==> src/rtl/adma_data_transfer.sv <==
// Word-level ADMA data mover: RAM->FIFO reads/pushes or FIFO->RAM pops/writes,
// one word every three cycles, with a one-cycle done pulse at the end.
module adma_data_transfer #(
  parameter int DATA_WIDTH = 32,
  parameter int ADDR_STEP  = 4
) (
  input  logic                  CLK,
  input  logic                  RESET,
  input  logic                  start,
  input  logic                  direction,
  input  logic [15:0]           length,
  input  logic [63:0]           address_init,
  output logic [63:0]           ram_address,
  output logic                  ram_read_en,
  input  logic [DATA_WIDTH-1:0] ram_read_data,
  output logic                  ram_write_en,
  output logic [DATA_WIDTH-1:0] ram_write_data,
  input  logic                  fifo_full,
  input  logic                  fifo_empty,
  output logic                  fifo_write_en,
  output logic [DATA_WIDTH-1:0] fifo_write_data,
  output logic                  fifo_read_en,
  input  logic [DATA_WIDTH-1:0] fifo_read_data,
  output logic                  busy,
  output logic                  done
);

  typedef enum logic [2:0] {
    IDLE      = 3'd0,
    RD_RAM    = 3'd1,
    WAIT_RAM  = 3'd2,
    PUSH_FIFO = 3'd3,
    POP_FIFO  = 3'd4,
    WAIT_FIFO = 3'd5,
    WR_RAM    = 3'd6,
    DONE      = 3'd7
  } state_t;

  localparam logic [63:0] STEP = 64'(ADDR_STEP);

  state_t                state_r;
  logic                  dir_r;
  logic [15:0]           count_r;
  logic [63:0]           addr_r;
  logic [DATA_WIDTH-1:0] data_r;

  logic push_s;
  logic pop_s;
  logic last_s;

  // Strobes are qualified by the latched direction so a corrupted state cannot cross loops.
  assign push_s = (state_r == PUSH_FIFO) && dir_r && !fifo_full;
  assign pop_s  = (state_r == POP_FIFO) && !dir_r && !fifo_empty;
  assign last_s = (count_r == 16'd1);

  // Transfer sequencer: command latch, word loop, address/count stepping.
  always_ff @(posedge CLK) begin
    if (RESET) begin
      state_r <= IDLE;
      dir_r   <= 1'b0;
      count_r <= 16'd0;
      addr_r  <= 64'd0;
      data_r  <= {DATA_WIDTH{1'b0}};
    end else begin
      case (state_r)
        IDLE: begin
          if (start) begin
            dir_r   <= direction;
            count_r <= length;
            addr_r  <= address_init;
            if (length == 16'd0) begin
              state_r <= DONE;
            end else if (direction) begin
              state_r <= RD_RAM;
            end else begin
              state_r <= POP_FIFO;
            end
          end else begin
            state_r <= IDLE;
          end
        end
        RD_RAM:   state_r <= WAIT_RAM;
        WAIT_RAM: begin
          data_r  <= ram_read_data;
          state_r <= PUSH_FIFO;
        end
        PUSH_FIFO: begin
          if (push_s) begin
            count_r <= count_r - 16'd1;
            addr_r  <= addr_r + STEP;
            state_r <= last_s ? DONE : RD_RAM;
          end else begin
            state_r <= PUSH_FIFO;
          end
        end
        POP_FIFO: begin
          if (pop_s) begin
            state_r <= WAIT_FIFO;
          end else begin
            state_r <= POP_FIFO;
          end
        end
        WAIT_FIFO: begin
          data_r  <= fifo_read_data;
          state_r <= WR_RAM;
        end
        WR_RAM: begin
          count_r <= count_r - 16'd1;
          addr_r  <= addr_r + STEP;
          state_r <= last_s ? DONE : POP_FIFO;
        end
        DONE:    state_r <= IDLE;
        default: state_r <= IDLE;
      endcase
    end
  end

  assign ram_address     = addr_r;
  assign ram_write_data  = data_r;
  assign fifo_write_data = data_r;
  assign ram_read_en     = (state_r == RD_RAM) && dir_r;
  assign ram_write_en    = (state_r == WR_RAM) && !dir_r;
  assign fifo_write_en   = push_s;
  assign fifo_read_en    = pop_s;
  assign busy            = (state_r != IDLE) && (state_r != DONE);
  assign done            = (state_r == DONE);

endmodule
==> config.mk <==
export PLATFORM = sky130hd
export DESIGN_NAME = adma_data_transfer
export DESIGN_NICKNAME = d
export VERILOG_FILES = /design/src/rtl/adma_data_transfer.sv
export SDC_FILE = /design/constraint.sdc
export NUM_CORES = 1
export LEC_CHECK = 0
export BUFFER_PORTS_ARGS = -buffer_cell sky130_fd_sc_hd__buf_2
export CAP_MARGIN = 10
export CELL_PAD_IN_SITES_DETAIL_PLACEMENT = 0
export CELL_PAD_IN_SITES_GLOBAL_PLACEMENT = 1
export CORE_MARGIN = 1
export CORE_UTILIZATION = 32
export CTS_CLUSTER_DIAMETER = 200
export DETAILED_ROUTE_END_ITERATION = 12
export HOLD_SLACK_MARGIN = 0.03
export PLACE_DENSITY_LB_ADDON = 0.12
export RECOVER_POWER = 100
export SYNTH_ARGS = -nofsm -noshare
export SYNTH_HDL_FRONTEND = slang
export SYNTH_SLANG_ARGS = --single-unit
==> constraint.sdc <==
create_clock -name CLK -period 3.9 [get_ports CLK]
set_input_delay 0.78 -clock CLK [delete_from_list [all_inputs] [get_ports CLK]]
set_output_delay 0.78 -clock CLK [all_outputs]
set_load 0.01 [all_outputs]
==> results of run 1 <==
## kinds of logic after synthesis
| kind of cell | synth area share (%) |
|---|---|
| simple gates | 30.1 |
| mux | 5.20 |
| compound gates | 24.0 |
| xor+xnor | 0.237 |
| fa+ha+maj | 0.507 |
| buf+inv | 8.63 |
| flops | 31.4 |
## layout make-up
| cell class | instances | area, um^2 | share of cell area [%] |
|---|---|---|---|
| inverters | 18 | 67.6 | 0.731 |
| clock inverters | 14 | 179 | 1.94 |
| flip-flops and latches | 116 | 2320 | 25.1 |
| well taps | 285 | 357 | 3.86 |
| repair buffers | 304 | 1430 | 15.4 |
| clock buffers | 18 | 429 | 4.64 |
| multi-input cells | 726 | 4460 | 48.3 |
## how the worst min path moves through the flow
stage | endpoint | cells past startpoint
floorplan | count_r[1] | 2
global placement | ram_address[0] | 2
detailed placement | ram_address[1] | 2
CTS | ram_address[1] | 2
global route | fifo_write_data[23] | 2
finish | ram_address[1] | 2
## power groups by stage
| stage | logic [uW] | clock network (uW) | registers, uW |
|---|---|---|---|
| after floorplan | 575 | 0 | 1510 |
| after global placement | 936 | 0 | 1540 |
| after detailed placement | 938 | 0 | 1540 |
| after CTS | 941 | 1660 | 1510 |
| after global routing | 990 | 1720 | 1540 |
| final | 891 | 1630 | 1520 |
## registers in the layout, indices dropped and copies added (netlist names)
| register | count |
|---|---|
| count_r | 16 |
| state_r | 3 |
| ram_address | 64 |
| fifo_write_data | 32 |
| dir_r | 1 |
## synthesized netlist by cell type (all sizes together) (3+ instances only)
master	n
and3	24
a22o	3
nor2	77
a21o	7
nand3b	8
nand3	48
inv	18
a311oi	3
a22oi	15
buf	54
nor4b	3
mux2	4
o21a	4
nand4b	4
o211ai	12
mux2i	34
or3	16
a221oi	3
nor4	33
and4	7
o21ai	49
or4	18
and2	7
ha	3
nor3	39
a21oi	65
dfxtp	116
nand2	86
o211a	3
o32ai	4
a31oi	29
clkbuf	58
a2bb2oi	3
o22ai	9
a211oi	40
nand2b	3
nand4	31
o2bb2ai	3
## worst max-delay path, cell delays in order (launching register included)
cell and delay [ns]:
dfxtp_1 0.43, ha_1 0.22, nand3_1 0.33, or4_1 0.84, nor3_1 0.85, a31oi_1 0.15, or3_1 0.36
## stage by stage
stage | instances | utilization, % | area [um^2] | hold WS, ns
6_report | 1481 | 40.8 | 9240 | 0.458
4_1_cts | 1481 | 41.8 | 9450 | 0.453
3_3_place_gp | 1449 | 39.1 | 8840 | 0.445
3_5_place_dp | 1449 | 39.1 | 8840 | 0.445
2_1_floorplan | 972 | - | 7410 | 0.458
5_1_grt | 1481 | 40.8 | 9240 | 0.493
## routing by layer
| layer | up-vias | track usage [%] | share of wire, % |
|---|---|---|---|
| met5 | - | 0 | 0 |
| met4 | 0 | 6.10 | 1.4 |
| met3 | 28 | 5.27 | 6.9 |
| met2 | 336 | 38.2 | 47 |
| met1 | 3909 | 30.7 | 45 |
| li1 | 4087 | - | - |
==> results.ini, run 1 <==
[worst_setup_path]
rr_endpoint=ram_address[48]
critPathCapture=ram_address[48]
critical_path_class=reg -> reg
critical_path_peak_fanout=11
r2r_cells=6
cp.required_ns=4.19
critPathCaptureType=flip-flop
r2r_slack_ns=0.58
worst-endpoint-arrival_ns=3.62
regToRegStartpoint=ram_address[2]
startpoint=ram_address[2]
critPathLaunchType=flip-flop

[power]
seqPwrFrac_pct=37.6
ir_drop_v=0.000177
p_int_uw=2680
powerDensity_nw_per_um2=437
p_total_uw=4040
p_sw_share_pct=33.7
leakage_uw=0.00332
combinationalPowerShare_pct=22.1
netSwitchingPower_uw=1360
clkPwrFrac_pct=40.3

[cells_and_area]
antennaDiodeCount=0
nNetsFinal=1336
final_cell_mix=148 x buf_2, 136 x clkbuf_1, 116 x dfxtp_1
fillers=2529
layout_commonest_cell=buf_2
drive_gt1_share_pct=18.6
syn2layout_area_growth_pct=24.8

[clock_network]
htreeDepth=4
cts_sinks=116
cts_tree=yes
clock_path_buffers=2
clkTransAtPathRegs_ns=0.06
root_buffer=clkbuf_16
postCtsSetupBuffers=0
postCtsHoldBufs=0
clock_latency_ns=0.42
cts_resized=0
numCtsBuffers=17

[sta]
finalHoldViolations=0
fmaxAchievable_mhz=301
finalWorstSetupSlack_ns=0.575
rsz0062_at_grt=false
final-max-slew-violation-count=0
fin_crit_sh_pct=85.2
fin_tns_setup_ns=0
relSlewSlack_pct=23.3
setup_viol=0
post-route-min-period_ns=3.32
fin_worst_skew_ns=0.0130
worstMarginPinSlew_ns=1.15

[global_routing]
antenna_found_initial=0
gr-usage-all-layers_pct=23.3
grt_first_pass_wirelength_mm=43.5
grt_pass1_vias=7615
grt_max_degree=93
overflow=0

[yosys]
async_reset_ff_share_pct=0
yosysSeqAreaShare_pct=31.4
syn_inst=972
ys_ff_latch=116
yosysTopAreaCell=dfxtp_1
synth_top_area_share_pct=31.4
syn_nets=1125
synthFlopType=dfxtp_1
yosysWarnings=0
synth_edf_count=0
synth_area_per_cell_um2=7.62
synthDistinctLibCells=72
netlist_area_um2=7410
yosys-top-cells-area=dfxtp_1 31%, mux2i_1 4.6%, a21oi_1 4.4%

[route]
drt_first_pass_iters=5
drc_errors=0
viasPerCell=5.64
drt-total-wl_mm=28.4
vias=8360
post_drt_wl_per_cell_um=19.2
drt_iter0_markers=514
ant_nets=0

[job]
max_cap_violations=0

[status]
status=finished clean

[floorplan]
die_height_um=154
die_area_um2=23800
die_w_um=154
start_util_pct=32.7
core_um2=22600
num_rows=55
ios=284

[placement]
place_congestion=0.823
portBuffers=283
dpl.hpwl_mm=20.3
dp_slack_ns=0.892

[hold_path]
min_path_type=reg -> reg
hold_start=ram_address[1]

Power figures use the tool's default switching activity.
==> run 2: changes to the inputs <==
==> constraint.sdc (replaced) <==
create_clock -name CLK -period 3.9 [get_ports CLK]
set_input_delay 0.39 -clock CLK [delete_from_list [all_inputs] [get_ports CLK]]
set_output_delay 0.39 -clock CLK [all_outputs]
set_load 0.01 [all_outputs]
==> results.ini, run 2 (synthesis results as in run 1) <==
[cells_and_area]
nNetsFinal=1340  ; +0.30%
layout_commonest_cell=buf_2
antennaDiodeCount=0  ; unchanged
fillers=2508  ; -0.83%
drive_gt1_share_pct=18.9  ; +0.30 points
seqCellArea_um2=2320  ; unchanged
stdcell_area_um2=9250  ; about the same
largest_reg_flops=64  ; unchanged
final_cell_mix=149 x buf_2, 137 x clkbuf_1, 116 x dfxtp_1
multiInputGateArea_um2=4470  ; +0.20%
syn2layout_area_growth_pct=24.8  ; about the same

[sta]
finalHoldViolations=0  ; unchanged
setup_viol=0  ; unchanged
finalWorstSetupSlack_ns=0.658  ; +0.0827 ns
fmaxAchievable_mhz=308  ; +2.6%
worstMarginPinSlew_ns=1.58  ; +0.436 ns
fin_tns_setup_ns=0  ; unchanged
fin_worst_skew_ns=0.0105  ; -0.00251 ns
post-route-min-period_ns=3.24  ; -0.0827 ns
relSlewSlack_pct=-5.87  ; -29 points
rsz0062_at_grt=false
final-max-slew-violation-count=18  ; +18
fin_crit_sh_pct=83.1  ; -2.1 points

[worst_setup_path]
cp_cell_sequence=nand2b_1 > nor2_1 > clkbuf_2 > mux2i_1 > a211oi_1
critical_path.top_delay_family=simple AND/OR/NAND/NOR gates
critical_path_peak_fanout=19  ; +8
critPathLaunchType=flip-flop
crit_slowest_cell=nor2_1
critPathBufInv=1  ; +1
r2r_slack_ns=0.66  ; +0.08 ns
max_stage_delay_ns=1.21  ; +0.36 ns
worst-endpoint-arrival_ns=3.50  ; -0.12 ns
critical_path_class=reg -> reg
cp.required_ns=4.16  ; -0.03 ns
critPathCaptureType=flip-flop

[floorplan]
die_area_um2=23800  ; unchanged
ios=284  ; unchanged
start_util_pct=32.7  ; unchanged
die_height_um=154  ; unchanged
num_rows=55  ; unchanged
core_um2=22600  ; unchanged
die_w_um=154  ; unchanged

[status]
violations=capacitance limit, slew limit
status=complete, but fails checks

[clock_network]
htreeDepth=4  ; unchanged
cts_tree=yes
postCtsSetupBuffers=0  ; unchanged
cts_sinks=116  ; unchanged
clock_latency_ns=0.42  ; about the same
clock_path_buffers=2  ; unchanged
numCtsBuffers=17  ; unchanged
cts_resized=0  ; unchanged
clkTransAtPathRegs_ns=0.05  ; about the same
postCtsHoldBufs=0  ; unchanged
root_buffer=clkbuf_16

[route]
drt_first_pass_iters=5  ; unchanged
drt_iter0_markers=620  ; +21%
drt-total-wl_mm=28.3  ; -0.14%
viasPerCell=5.64  ; about the same
ant_nets=0  ; unchanged
vias=8363  ; +0.036%
post_drt_wl_per_cell_um=19.1  ; -0.28%
drc_errors=0  ; unchanged

[hold_path]
min_path_type=in -> reg

[placement]
dpl.hpwl_mm=20.3  ; -0.12%
place_congestion=0.816  ; -0.81%
dpl_cell_area_um2=8860  ; +0.20%
dp_slack_ns=0.944  ; +0.0522 ns
portBuffers=283  ; unchanged

[power]
leakage_uw=0.00335  ; +0.90%
ir_drop_v=0.000245  ; +38%
powerDensity_nw_per_um2=435  ; -0.40%

[global_routing]
grt_pass1_vias=7662  ; +0.62%
gr-usage-all-layers_pct=23.2  ; -0.080 points
grt_max_degree=64  ; -31%
overflow=0  ; unchanged
grt_first_pass_wirelength_mm=43.5  ; -0.16%
antenna_found_initial=0  ; unchanged

[job]
max_cap_violations=1  ; +1

run 2: changes by cell type in the layout (fill, tap and decap cells not counted), sizes merged:
cell,previous run,this run
inv,20,18
clkbuf,155,157
buf,167,171
clkinv,6,4
run 2: final timing paths:
kind	startpoint	to	depth (start not counted)
max reg2reg	state_r[2]	fifo_write_data[12]	5
max	state_r[2]	fifo_write_data[12]	5
min reg2reg	ram_address[0]	ram_address[0]	2
min	address_init[0]	ram_address[0]	3
run 2: cell type report:
cell class,instances,share of cell area (%)
clock buffer,20,4.94
inverter,18,0.731
clock inverter,10,1.43
tap,285,3.86
timing repair buffer,308,15.6
multi-input combinational,726,48.4
sequential,116,25.1
run 2: metrics by stage:
step	total power [uW]	hold WS, ns	utilization (%)	cells
floorplan	2080	0.458	-	972
global placement	2480	0.443	39.1	1453
detailed placement	2480	0.457	39.1	1453
CTS	4090	0.204	41.7	1483
global route	4220	0.228	40.8	1483
finish	4020	0.219	40.8	1483
run 2: layer usage:
metal | global-route usage (%) | part of all wire (%)
met5 | 0 | 0
met4 | 6.52 | 1.5
met3 | 4.06 | 6.1
met2 | 38.5 | 47
met1 | 30.8 | 45
run 2: worst min-delay path, cell delays in order:
cell and delay (ns):
buf_2 0.10, nand2_1 0.04, a21oi_1 0.05
run 2: report_power, final:
part,internal (uW),leakage [uW],switching (uW)
Sequential,1320,0.000951,186
Clock,1030,0.000284,580
Combinational,353,0.00212,562
Total,2700,0.00335,1330
